<file path="config.mk">
export PLATFORM = sky130hd
export DESIGN_NAME = mmio_uart_tx_flat
export DESIGN_NICKNAME = d
export VERILOG_FILES = /design/src/rtl/mmio_uart_tx_if.sv /design/src/rtl/mmio_uart_tx.sv /design/src/flat_wrapper.sv
export SDC_FILE = /design/constraint.sdc
export NUM_CORES = 1
export LEC_CHECK = 0
export CORE_ASPECT_RATIO = 2
export CORE_MARGIN = 5
export CORE_UTILIZATION = 45
export DETAILED_ROUTE_END_ITERATION = 6
export GPL_TIMING_DRIVEN = 0
export PLACE_DENSITY = 0.71
export SETUP_SLACK_MARGIN = 0.15
export SLEW_MARGIN = 15
export SYNTH_ARGS = -nofsm -noshare
export SYNTH_HDL_FRONTEND = slang
export SYNTH_SLANG_ARGS = --single-unit
</file>
<file path="constraint.sdc">
create_clock -name clk -period 3.5 [get_ports clk]
set_input_delay 0.875 -clock clk [delete_from_list [all_inputs] [get_ports clk]]
set_output_delay 0.875 -clock clk [all_outputs]
set_load 0.05 [all_outputs]
</file>
<file path="src/rtl/mmio_uart_tx_if.sv">
// CPU data-memory bus bundle seen by the memory-mapped UART transmitter.
// The CPU drives the master side; the UART responds on the slave side.
interface mmio_uart_tx_if;
   logic [31:0] dmem_addr;
   logic [31:0] dmem_wdata;
   logic        dmem_we;
   logic [2:0]  dmem_funct3;
   logic [31:0] dmem_rdata;
   logic        sel;

   modport master (
      output dmem_addr, dmem_wdata, dmem_we, dmem_funct3,
      input  dmem_rdata, sel
   );

   modport slave (
      input  dmem_addr, dmem_wdata, dmem_we, dmem_funct3,
      output dmem_rdata, sel
   );
endinterface

</file>
<file path="src/rtl/mmio_uart_tx.sv">
// Memory-mapped UART transmitter: 16-byte register window, TX FIFO, 8N1 serialiser.
// Define UART_TX_PARITY_EN to add an even-parity bit (11-bit frames, STATUS bit 8 set).
module mmio_uart_tx #(
   parameter logic [31:0] BASE_ADDR   = 32'h1000_0000,
   parameter int          FIFO_DEPTH  = 4,
   parameter logic [15:0] DEFAULT_DIV = 16'd868
) (
   input  logic             clk,
   input  logic             rst,
   mmio_uart_tx_if.slave    bus,
   output logic             uart_tx,
   output logic             tx_busy
);
   localparam int PTR_W = $clog2(FIFO_DEPTH);
   localparam int CNT_W = PTR_W + 1;
   localparam logic [PTR_W-1:0] PTR_ONE = 1;
   localparam logic [CNT_W-1:0] CNT_ONE = 1;
   localparam logic [CNT_W-1:0] CNT_FULL = CNT_W'(FIFO_DEPTH);

   localparam logic [2:0] IDLE   = 3'd0;
   localparam logic [2:0] START  = 3'd1;
   localparam logic [2:0] DATA   = 3'd2;
   localparam logic [2:0] STOP   = 3'd3;
`ifdef UART_TX_PARITY_EN
   localparam logic [2:0] PARITY = 3'd4;
   localparam logic       PAR_EN = 1'b1;
`else
   localparam logic       PAR_EN = 1'b0;
`endif

   logic [7:0]       mem [FIFO_DEPTH];
   logic [PTR_W-1:0] wr_ptr, rd_ptr;
   logic [CNT_W-1:0] count, count_n;
   logic             ovf;
   logic [15:0]      div, bit_len, timer, timer_n;
   logic [2:0]       state, state_n, bit_idx, bit_idx_n;
   logic [7:0]       tx_byte;
   logic             tx_n;

   logic [1:0]  ofs;
   logic        wr_en, push_req, push, pop, full, empty, ovf_set;
   logic [3:0]  cnt4;
   logic [31:0] status;
   logic        unused_bits;

   // A divisor of zero would stall the bit timer, so it behaves as one clock per bit.
   function automatic logic [15:0] clamp_div(input logic [15:0] d);
      return (d == 16'd0) ? 16'd1 : d;
   endfunction

`ifdef UART_TX_PARITY_EN
   function automatic logic even_parity(input logic [7:0] d);
      return ^d;
   endfunction
`endif

   assign bus.sel     = (bus.dmem_addr[31:4] == BASE_ADDR[31:4]);
   assign ofs         = bus.dmem_addr[3:2];
   assign wr_en       = bus.dmem_we & bus.sel;
   assign unused_bits = ^{bus.dmem_wdata[31:16], bus.dmem_addr[1:0]};

   assign full     = (count == CNT_FULL);
   assign empty    = (count == '0);
   assign pop      = (state == IDLE) & ~empty;
   assign push_req = wr_en & (ofs == 2'd0);
   // A pop in the same cycle frees a slot, so a store into a full FIFO still lands.
   assign push     = push_req & (~full | pop);
   assign ovf_set  = push_req & full & ~pop;

   always_comb begin
      count_n = count;
      if (push && !pop)
         count_n = count + CNT_ONE;
      else if (!push && pop)
         count_n = count - CNT_ONE;
   end

   assign cnt4   = 4'(count);
   assign status = {23'b0, PAR_EN, cnt4, ovf, tx_busy, empty, full};

   always_comb begin
      bus.dmem_rdata = 32'd0;
      if (bus.sel) begin
         case (ofs)
            2'd1:    bus.dmem_rdata = status;
            2'd2:    bus.dmem_rdata = {16'b0, div};
            default: bus.dmem_rdata = 32'd0;
         endcase
      end
   end

   always_comb begin
      state_n   = state;
      bit_idx_n = bit_idx;
      tx_n      = uart_tx;
      timer_n   = (state != IDLE && timer != 16'd0) ? timer - 16'd1 : timer;
      case (state)
         IDLE: begin
            tx_n = 1'b1;
            if (!empty) begin
               state_n = START;
               timer_n = clamp_div(div) - 16'd1;
               tx_n    = 1'b0;
            end
         end
         START: if (timer == 16'd0) begin
            state_n   = DATA;
            bit_idx_n = 3'd0;
            timer_n   = bit_len - 16'd1;
            tx_n      = tx_byte[0];
         end
         DATA: if (timer == 16'd0) begin
            timer_n = bit_len - 16'd1;
            if (bit_idx == 3'd7) begin
`ifdef UART_TX_PARITY_EN
               state_n = PARITY;
               tx_n    = even_parity(tx_byte);
`else
               state_n = STOP;
               tx_n    = 1'b1;
`endif
            end else begin
               bit_idx_n = bit_idx + 3'd1;
               tx_n      = tx_byte[bit_idx + 3'd1];
            end
         end
`ifdef UART_TX_PARITY_EN
         PARITY: if (timer == 16'd0) begin
            state_n = STOP;
            timer_n = bit_len - 16'd1;
            tx_n    = 1'b1;
         end
`endif
         STOP: if (timer == 16'd0) begin
            state_n = IDLE;
            tx_n    = 1'b1;
         end
         default: begin
            state_n = IDLE;
            tx_n    = 1'b1;
         end
      endcase
   end

   always_ff @(posedge clk) begin
      if (push)
         mem[wr_ptr] <= bus.dmem_wdata[7:0];
      if (pop)
         tx_byte <= mem[rd_ptr];
   end

   always_ff @(posedge clk or posedge rst) begin
      if (rst) begin
         state   <= IDLE;
         timer   <= 16'd0;
         bit_idx <= 3'd0;
         bit_len <= 16'd1;
         uart_tx <= 1'b1;
         tx_busy <= 1'b0;
         wr_ptr  <= '0;
         rd_ptr  <= '0;
         count   <= '0;
         ovf     <= 1'b0;
         div     <= DEFAULT_DIV;
      end else begin
         state   <= state_n;
         timer   <= timer_n;
         bit_idx <= bit_idx_n;
         uart_tx <= tx_n;
         tx_busy <= (state_n != IDLE) | (count_n != '0);
         count   <= count_n;
         if (push)
            wr_ptr <= wr_ptr + PTR_ONE;
         if (pop) begin
            rd_ptr  <= rd_ptr + PTR_ONE;
            bit_len <= clamp_div(div);
         end
         if (wr_en && ofs == 2'd1)
            ovf <= 1'b0;
         else if (ovf_set)
            ovf <= 1'b1;
         if (wr_en && ofs == 2'd2 && bus.dmem_funct3 == 3'b010)
            div <= bus.dmem_wdata[15:0];
      end
   end
endmodule
</file>
<file path="src/flat_wrapper.sv">
// flat-port wrapper written by rule: the top's interface ports become plain ports
module mmio_uart_tx_flat 
#(
   parameter logic [31:0] BASE_ADDR   = 32'h1000_0000,
   parameter int          FIFO_DEPTH  = 4,
   parameter logic [15:0] DEFAULT_DIV = 16'd868
)
  (clk, rst, uart_tx, tx_busy, bus_dmem_addr, bus_dmem_wdata, bus_dmem_we, bus_dmem_funct3, bus_dmem_rdata, bus_sel);
  mmio_uart_tx_if bus_i ();
  input  logic clk;
  input  logic rst;
  output logic uart_tx;
  output logic tx_busy;
  input wire logic [$bits(bus_i.dmem_addr)-1:0] bus_dmem_addr;
  input wire logic [$bits(bus_i.dmem_wdata)-1:0] bus_dmem_wdata;
  input wire logic [$bits(bus_i.dmem_we)-1:0] bus_dmem_we;
  input wire logic [$bits(bus_i.dmem_funct3)-1:0] bus_dmem_funct3;
  output wire logic [$bits(bus_i.dmem_rdata)-1:0] bus_dmem_rdata;
  output wire logic [$bits(bus_i.sel)-1:0] bus_sel;
  assign bus_i.dmem_addr = bus_dmem_addr;
  assign bus_i.dmem_wdata = bus_dmem_wdata;
  assign bus_i.dmem_we = bus_dmem_we;
  assign bus_i.dmem_funct3 = bus_dmem_funct3;
  assign bus_dmem_rdata = bus_i.dmem_rdata;
  assign bus_sel = bus_i.sel;
  mmio_uart_tx #(.BASE_ADDR(BASE_ADDR), .FIFO_DEPTH(FIFO_DEPTH), .DEFAULT_DIV(DEFAULT_DIV)) u_core (.clk(clk), .rst(rst), .bus(bus_i), .uart_tx(uart_tx), .tx_busy(tx_busy));
endmodule
</file>
==> results.txt, run 1 <==
----------------------------------------------------
[Timing]
  Time the worst path needs with I/O delays and setup ... 3.28 ns
  Maximum clock frequency ... 305 MHz
  Final critical-path setup slack ... 0.219 ns
  Worst hold slack ... 0.514 ns
  Unrepaired setup endpoints after global routing ... false
  Final hold violations ... 0
  Setup violators final ... 0
  Actual transition at the worst max-transition pin ... 0.926 ns
  Worst Clk Skew ... 0.00748 ns
  Fin crit share ... 93.7%
  Relative max-transition margin ... between 30% and 40%
  Number of max-slew violations in the final report ... 0
  Post-route setup TNS ... 0 ns

[Clocking]
  Buffers from clock root to sink, at most ... 2
  Insertion delay to the later sink of the worst-skew pair ... roughly 0.35 ns
  CTS Hold Buffers Added ... 0
  Root Buffer Master ... clkbuf_16
  Reg clk slew, reported paths ... 0.07 ns
  TritonCTS clock tree ... built
  Inserted Clock Buffers ... 9
  Maximum level of the CTS H-tree ... 3
  Clock Sinks ... 104

[Drt]
  Residual DRC ... 0
  Detailed-route wire length per cell ... 19.4 um
  Wire length after detailed routing ... 15600 um
  DR iter-0 viols ... approximately 270
  First-pass detailed-route iteration total ... 5
  Antenna violation net count after detailed routing ... 0
  Via count normalized by instance count ... 5.73
  Via count ... 4627

[Cells and area]
  Register area ... 0.00281 sq mm
  Layout cells sized above 1 ... roughly a fifth
  Relative area change from synthesis to final layout ... 24.6%
  Fin nets ... 738
  Count of filler cells inserted in the layout ... 1120
  Multi-input logic area ... 0.00287 sq mm
  ANT cells ... 0
  Non-filler cells in the finished layout ... 808
  Utilization after layout ... 57.4%
  Final non-filler cell area ... slightly above 0.007 sq mm

[Floorplan]
  Total Die Area ... 0.0154 sq mm
  Core area ... 0.0126 sq mm
  Initial core utilization ... 46.0%
  Std cell rows ... 58
  Number of I/O pins ... approximately 110
  X dimension of the die ... approximately 90 um
  Die Ht ... 171 um

[Logic synthesis]
  Number of synthesized flops with an enable pin ... 40
  Synth Cell Area ... 0.00581 sq mm
  Post-synthesis cell type count ... 66
  Share of the synthesized area in the top cell type ... around 25%
  Synthesized netlist cell count ... 550
  Dominant register cell in the synthesized netlist ... dfrtp_1
  List of most frequent post-synthesis cells ... nand2_1 (82), dfrtp_1 (57), edfxtp_1 (40), nor2_1 (34), o21ai_0 (24)
  Syn Area/Cell ... 10.6 sq um
  Yosys synthesis warning count ... 0
  Share of flip-flops with an asynchronous set or reset ... 61.5%
  Most area-hungry cell type in the Yosys netlist ... dfrtp_1
  Flip-flop and latch count after synthesis ... 104
  Top cells by area in the synthesized netlist ... dfrtp_1 (25%), edfxtp_1 (21%), nand2_1 (5.3%)
  Most repeated cell in the gate-level netlist after synthesis ... nand2_1
  Sequential element share of the synthesized area ... 48.4%

[Hold path]
  Kind of path behind the tightest hold check ... reg2reg

[Placed design]
  Post-DP HPWL ... 12200 um
  Number of input and output port buffers inserted ... 70
  Dpl cells ... 787
  Placement Setup Slack ... -0.710 ns
  Instance area at placement ... 0.00679 sq mm
  Final weighted congestion in routability-driven placement ... 0.913

[Run status]
  Outcome ... complete, no violations

[GRT]
  Number of global-route vias before repair ... ~4900
  Largest net degree at the start of global routing ... 61
  GRT Total Usage ... roughly a fifth
  Overflow left after global routing ... 0
  Global-route track usage on met2 ... 39.9%
  Global-route track usage on met1 ... 19.3%
  Peak-usage layer in the global routing report ... met2
  Number of antenna violations at the first check in global routing ... 0
  First-pass GRT wire length ... about 25000 um
  GR Layer Usage met3 ... 3.65%

[Setup path]
  CP Launch Type ... input port
  Worst Setup End Kind ... primary output
  Critical setup path kind ... in2out
  Data arrival, critical path ... about 2.4 ns
  Critical Path RT ... about 2.6 ns
  Worst Path Max Fanout ... 5

[Pwr]
  Leakage dissipation ... 3.07 nW
  Power density cells ... 523 mW/mm^2
  Total power draw ... 3.79 mW
  Maximum VDD drop ... 333 uV

[Job]
  Count of maximum capacitance violations ... 0

----------------------------------------------------
## critical path, stage by stage
cell and delay (ns):
dlygate4sd2_1 0.26, nor4_2 0.27, nand3_1 0.16, nor3_4 0.28, clkbuf_8 0.22, and3_4 0.19
buf_8 0.14
## kinds of logic after synthesis
logic type | count (synthesis) | synth area share [%]
XOR/XNOR | 40 | 6.03
buffers and inverters | 52 | 4.69
multiplexers | 30 | 7.70
flip-flops | 104 | 48.4
adder cells (fa/ha/maj) | 15 | 3.23
AO/OA/AOI/OAI | 77 | 8.56
AND/OR/NAND/NOR | 231 | 21.4
other | 1 | 0.0645
## cell usage in the layout, fill, tap and decap left out, types with 8 or more instances in the layout
| cell type | netlist | layout |
|---|---|---|
| and2_1 | 8 | 8 |
| nor3_1 | 16 | 16 |
| buf_4 | 16 | 24 |
| xnor2_1 | 21 | 21 |
| a21oi_1 | 14 | 14 |
| conb_1 | 1 | 17 |
| ha_1 | 15 | 14 |
| o21ai_0 | 24 | 24 |
| inv_1 | 16 | 15 |
| clkdlybuf4s50_1 | 0 | 25 |
| dlygate4sd2_1 | 0 | 18 |
| mux2_2 | 18 | 18 |
| clkbuf_1 | 14 | 11 |
| edfxtp_1 | 40 | 40 |
| nand3_1 | 12 | 12 |
| nor2_1 | 34 | 30 |
| nand2_1 | 82 | 81 |
| clkbuf_16 | 0 | 9 |
| xor2_1 | 19 | 19 |
| dfrtp_1 | 57 | 57 |
| and3_1 | 13 | 9 |
| nor4_1 | 15 | 11 |
| mux4_2 | 10 | 10 |
| buf_6 | 2 | 10 |
## timing repair
item / CTS / global route
resized for setup: 146 / 24
buffers inserted: 3 / 2
setup endpoints to repair: 19 / 27
pin swaps: 11 / 8
gates cloned: 1 / 0
## report_power, final
part	internal (mW)	switching, mW
clock network	0.512	0.500
registers	1.43	0.142
logic	0.503	0.705
## flip-flops by register name, summed over array words and instances (netlist names)
name and flops:
u_core.rd_ptr 2, u_core.uart_tx 1, u_core.bit_len 16, u_core.ovf 1
u_core.tx_busy 1, u_core.timer 16, u_core.div 16, u_core.bit_idx 3
u_core.tx_byte 8, u_core.wr_ptr 2, u_core.count 3, u_core.mem 32
u_core.state 3
## final timing paths
path	slack, ns	start	end	depth (start not counted)
setup / recovery	0.22	bus_dmem_addr[27]	bus_dmem_rdata[13]	7
min in group asynchronous	0.75	rst	u_core.timer[10]$_DFF_PP0_	2
setup reg to reg	0.38	u_core.state[1]$_DFF_PP0_	u_core.tx_byte[5]$_DFFE_PP_	5
max in group asynchronous	2.20	rst	u_core.div[8]$_DFFE_PP1P_	3
hold reg to reg	0.51	u_core.bit_idx[1]$_DFFE_PP0P_	u_core.bit_idx[1]$_DFFE_PP0P_	2
hold / removal	0.51	u_core.bit_idx[1]$_DFFE_PP0P_	u_core.bit_idx[1]$_DFFE_PP0P_	2
## routing by layer
metal	up-vias	routed length, um
li1	2186	-
met4	0	1010
met1	2209	5120
met2	170	8820
met5	-	0
met3	62	691
## final cells by class
type	instances	share of cell area (%)
Multi-Input combinational cell	410	39.7
Sequential cell	104	38.8
Timing Repair Buffer	77	10.8
Clock buffer	9	3.11
Buffer	35	3.04
Tap cell	150	2.59
Clock inverter	7	1.07
Inverter	16	0.864
No activity file was read; power rests on OpenSTA's default activity.
==> run 2: changes to the inputs <==
- DONT_BUFFER_PORTS: not set -> 1
- PLACE_DENSITY: 0.71 -> 0.61
==> run 2 against run 1 <==
Net effect:
- maximum frequency about the same
- worst hold slack got worse by 0.22 ns
- via count decreased by 6.4%
- count of clock-buffer cells in the layout unchanged
- combinational power decreased by 9.9%
- critical path depth shrank 2
==> results.txt, run 2 (synthesis results as in run 1) <==
----------------------------------------------------
[Timing]
  Worst hold slack ... 0.292 ns (-0.222 ns)
  Unrepaired setup endpoints after global routing ... true
  Relative max-transition margin ... 41.3% (+3.4 points)
  Number of max-slew violations in the final report ... 0 (unchanged)
  Maximum clock frequency ... 305 MHz (about the same)
  Worst Clk Skew ... 0.0100 ns (+0.00252 ns)
  Final critical-path setup slack ... 0.221 ns (+0.00188 ns)
  Fin crit share ... 93.7% (about the same)
  Actual transition at the worst max-transition pin ... 0.876 ns (-0.0507 ns)
  Final hold violations ... 0 (unchanged)
  Time the worst path needs with I/O delays and setup ... 3.28 ns (-0.00188 ns)
  Setup violators final ... 0 (unchanged)

[Placed design]
  Instance area at placement ... 0.00609 sq mm (-10%)
  Post-DP HPWL ... 11500 um (-5.9%)
  Final weighted congestion in routability-driven placement ... 0.929 (+1.7%)
  Placement Setup Slack ... -0.0871 ns (+0.622 ns)
  Dpl cells ... 717 (-8.9%)
  Number of input and output port buffers inserted ... 0 (-100%)

[Setup path]
  List of cells traversed by the critical path ... inv_1 -> ha_1 -> nor2b_1 -> a22oi_1 -> nor2_2
  CP Launch Type ... register
  Cell type of the slowest stage on the worst timing path ... nor2b_1
  Worst Setup End Kind ... primary output
  Critical Path RT ... 2.62 ns (about the same)
  Kind of cell adding the most delay to the critical path ... simple AND/OR/NAND/NOR gates
  CP max stage delay ... 0.49 ns (+0.21 ns)
  Worst Path Max Fanout ... 7 (+2)
  Data arrival, critical path ... 2.40 ns (about the same)
  Critical setup path kind ... reg2out
  Worst Path Buf+Inv ... 1 (-2)

[Drt]
  Antenna violation net count after detailed routing ... 0 (unchanged)
  Via count ... 4333 (-6.4%)
  Wire length after detailed routing ... 14800 um (-5.4%)
  First-pass detailed-route iteration total ... 5 (unchanged)
  Via count normalized by instance count ... 5.91 (+3.2%)
  Residual DRC ... 0 (unchanged)
  Detailed-route wire length per cell ... 20.2 um (+4.3%)
  DR iter-0 viols ... 262 (-1.5%)

[Cells and area]
  Final non-filler cell area ... 0.00646 sq mm (-11%)
  ANT cells ... 0 (unchanged)
  Most frequent standard cell in the layout excluding fill and tap cells ... nand2_1
  Relative area change from synthesis to final layout ... 11.1%
  Largest Register ... u_core.mem
  Count of filler cells inserted in the layout ... 1195 (+6.7%)
  Layout cells sized above 1 ... 18.4% (-1.4 points)
  Fin nets ... 663 (-10%)
  Non-filler cells in the finished layout ... 733 (-9.3%)
  Max reg flops ... 32 (unchanged)
  Most frequent cells in the layout ... nand2_1 (81), dfrtp_1 (57), edfxtp_1 (40), nor2_1 (27), o21ai_0 (24)

[Floorplan]
  X dimension of the die ... 90.4 um (unchanged)
  Total Die Area ... 0.0154 sq mm (unchanged)
  Std cell rows ... 58 (unchanged)
  Die Ht ... 171 um (unchanged)
  Core area ... 0.0126 sq mm (unchanged)
  Number of I/O pins ... 105 (unchanged)
  Initial core utilization ... 46.0% (unchanged)

[Clocking]
  Maximum level of the CTS H-tree ... 3 (unchanged)
  Root Buffer Master ... clkbuf_16
  Buffers from clock root to sink, at most ... 2 (unchanged)
  Insertion delay to the later sink of the worst-skew pair ... 0.35 ns (about the same)
  Reg clk slew, reported paths ... 0.08 ns (about the same)
  Clock Sinks ... 104 (unchanged)
  Inserted Clock Buffers ... 9 (unchanged)
  TritonCTS clock tree ... built

[GRT]
  Number of global-route vias before repair ... 4540 (-8.2%)
  Overflow left after global routing ... 0 (unchanged)
  Number of antenna violations at the first check in global routing ... 0 (unchanged)
  First-pass GRT wire length ... 23900 um (-4.5%)
  GRT Total Usage ... 19.7% (-1.0 points)
  Largest net degree at the start of global routing ... 54 (-11%)

[Pwr]
  Maximum VDD drop ... 409 uV (+23%)
  Switch share ... 35.8% (+0.27 points)
  Power density cells ... 578 mW/mm^2 (+11%)
  Clk network pwr share ... 28.0% (+1.3 points)
  Seq pwr share ... 42.8% (+1.4 points)
  Comb power frac ... 29.2% (-2.7 points)
  Switch Pwr ... 1.34 mW (-0.72%)
  Internal cell power ... 2.40 mW (-1.9%)
  Leakage dissipation ... 2.64 nW (-14%)

[Run status]
  Outcome ... complete, no violations

[Job]
  Count of maximum capacitance violations ... 0 (unchanged)

[Hold path]
  Kind of path behind the tightest hold check ... in2async

----------------------------------------------------
## run 2: path summary, 6_finish.rpt
| kind | from | endpoint | slack [ns] | cells after the start |
|---|---|---|---|---|
| min in group clk | u_core.bit_len[15]$_DFFE_PP0P_ | u_core.bit_len[15]$_DFFE_PP0P_ | 0.50 | 2 |
| worst max-delay path | u_core.count[0]$_DFF_PP0_ | bus_dmem_rdata[1] | 0.22 | 5 |
| worst min register to register | u_core.bit_len[15]$_DFFE_PP0P_ | u_core.bit_len[15]$_DFFE_PP0P_ | 0.50 | 2 |
| worst max register to register | u_core.div[8]$_DFFE_PP1P_ | u_core.timer[12]$_DFF_PP0_ | 0.46 | 11 |
| worst min-delay path | rst | u_core.timer[15]$_DFF_PP0_ | 0.29 | 1 |
| max in group asynchronous | rst | u_core.div[6]$_DFFE_PP1P_ | 2.64 | 2 |
## run 2: layout make-up
class / count / area (sq um) / share of cell area, %
sequential: 104 / 2810 / 43.5
inverter: 16 / 62.6 / 0.969
multi-input combinational: 410 / 2840 / 43.9
tap: 150 / 188 / 2.91
buffer: 36 / 216 / 3.35
clock inverter: 7 / 88.8 / 1.38
timing repair buffer: 1 / 27.5 / 0.426
clock buffer: 9 / 225 / 3.49
## run 2: power groups by stage
| stage | Sequential (mW) | Clock (mW) | Combinational [mW] |
|---|---|---|---|
| floorplan | 1.58 | 0 | 0.847 |
| global placement | 1.61 | 0 | 1.05 |
| detailed placement | 1.62 | 0 | 1.08 |
| CTS | 1.60 | 1.06 | 1.09 |
| global route | 1.62 | 1.11 | 1.19 |
| finish | 1.60 | 1.05 | 1.09 |
## run 2: stage by stage
step	TNS, ns	utilization [%]	total power, mW
2_1_floorplan	0	-	2.43
3_3_place_gp	-0.0898	48.0	2.67
3_5_place_dp	-0.313	48.3	2.70
4_1_cts	-0.280	50.8	3.75
5_1_grt	0	51.1	3.92
6_report	0	51.1	3.73
## run 2: routing by layer
metal | vias up | track usage [%] | share of wire, %
li1 | 2042 | - | -
met1 | 2093 | 19.0 | 35
met2 | 155 | 37.7 | 55
met3 | 43 | 3.70 | 4.6
met4 | 0 | 12.1 | 5.2
met5 | - | 0 | 0
## run 2: repair_timing
| action | CTS | global route |
|---|---|---|
| pin swaps | 0 | 1 |
| cloned | 0 | 0 |
| hold buffers | 0 | 0 |
| gates resized for setup | 9 | 12 |
| setup endpoints to repair | 15 | 19 |
| setup buffers | 0 | 0 |
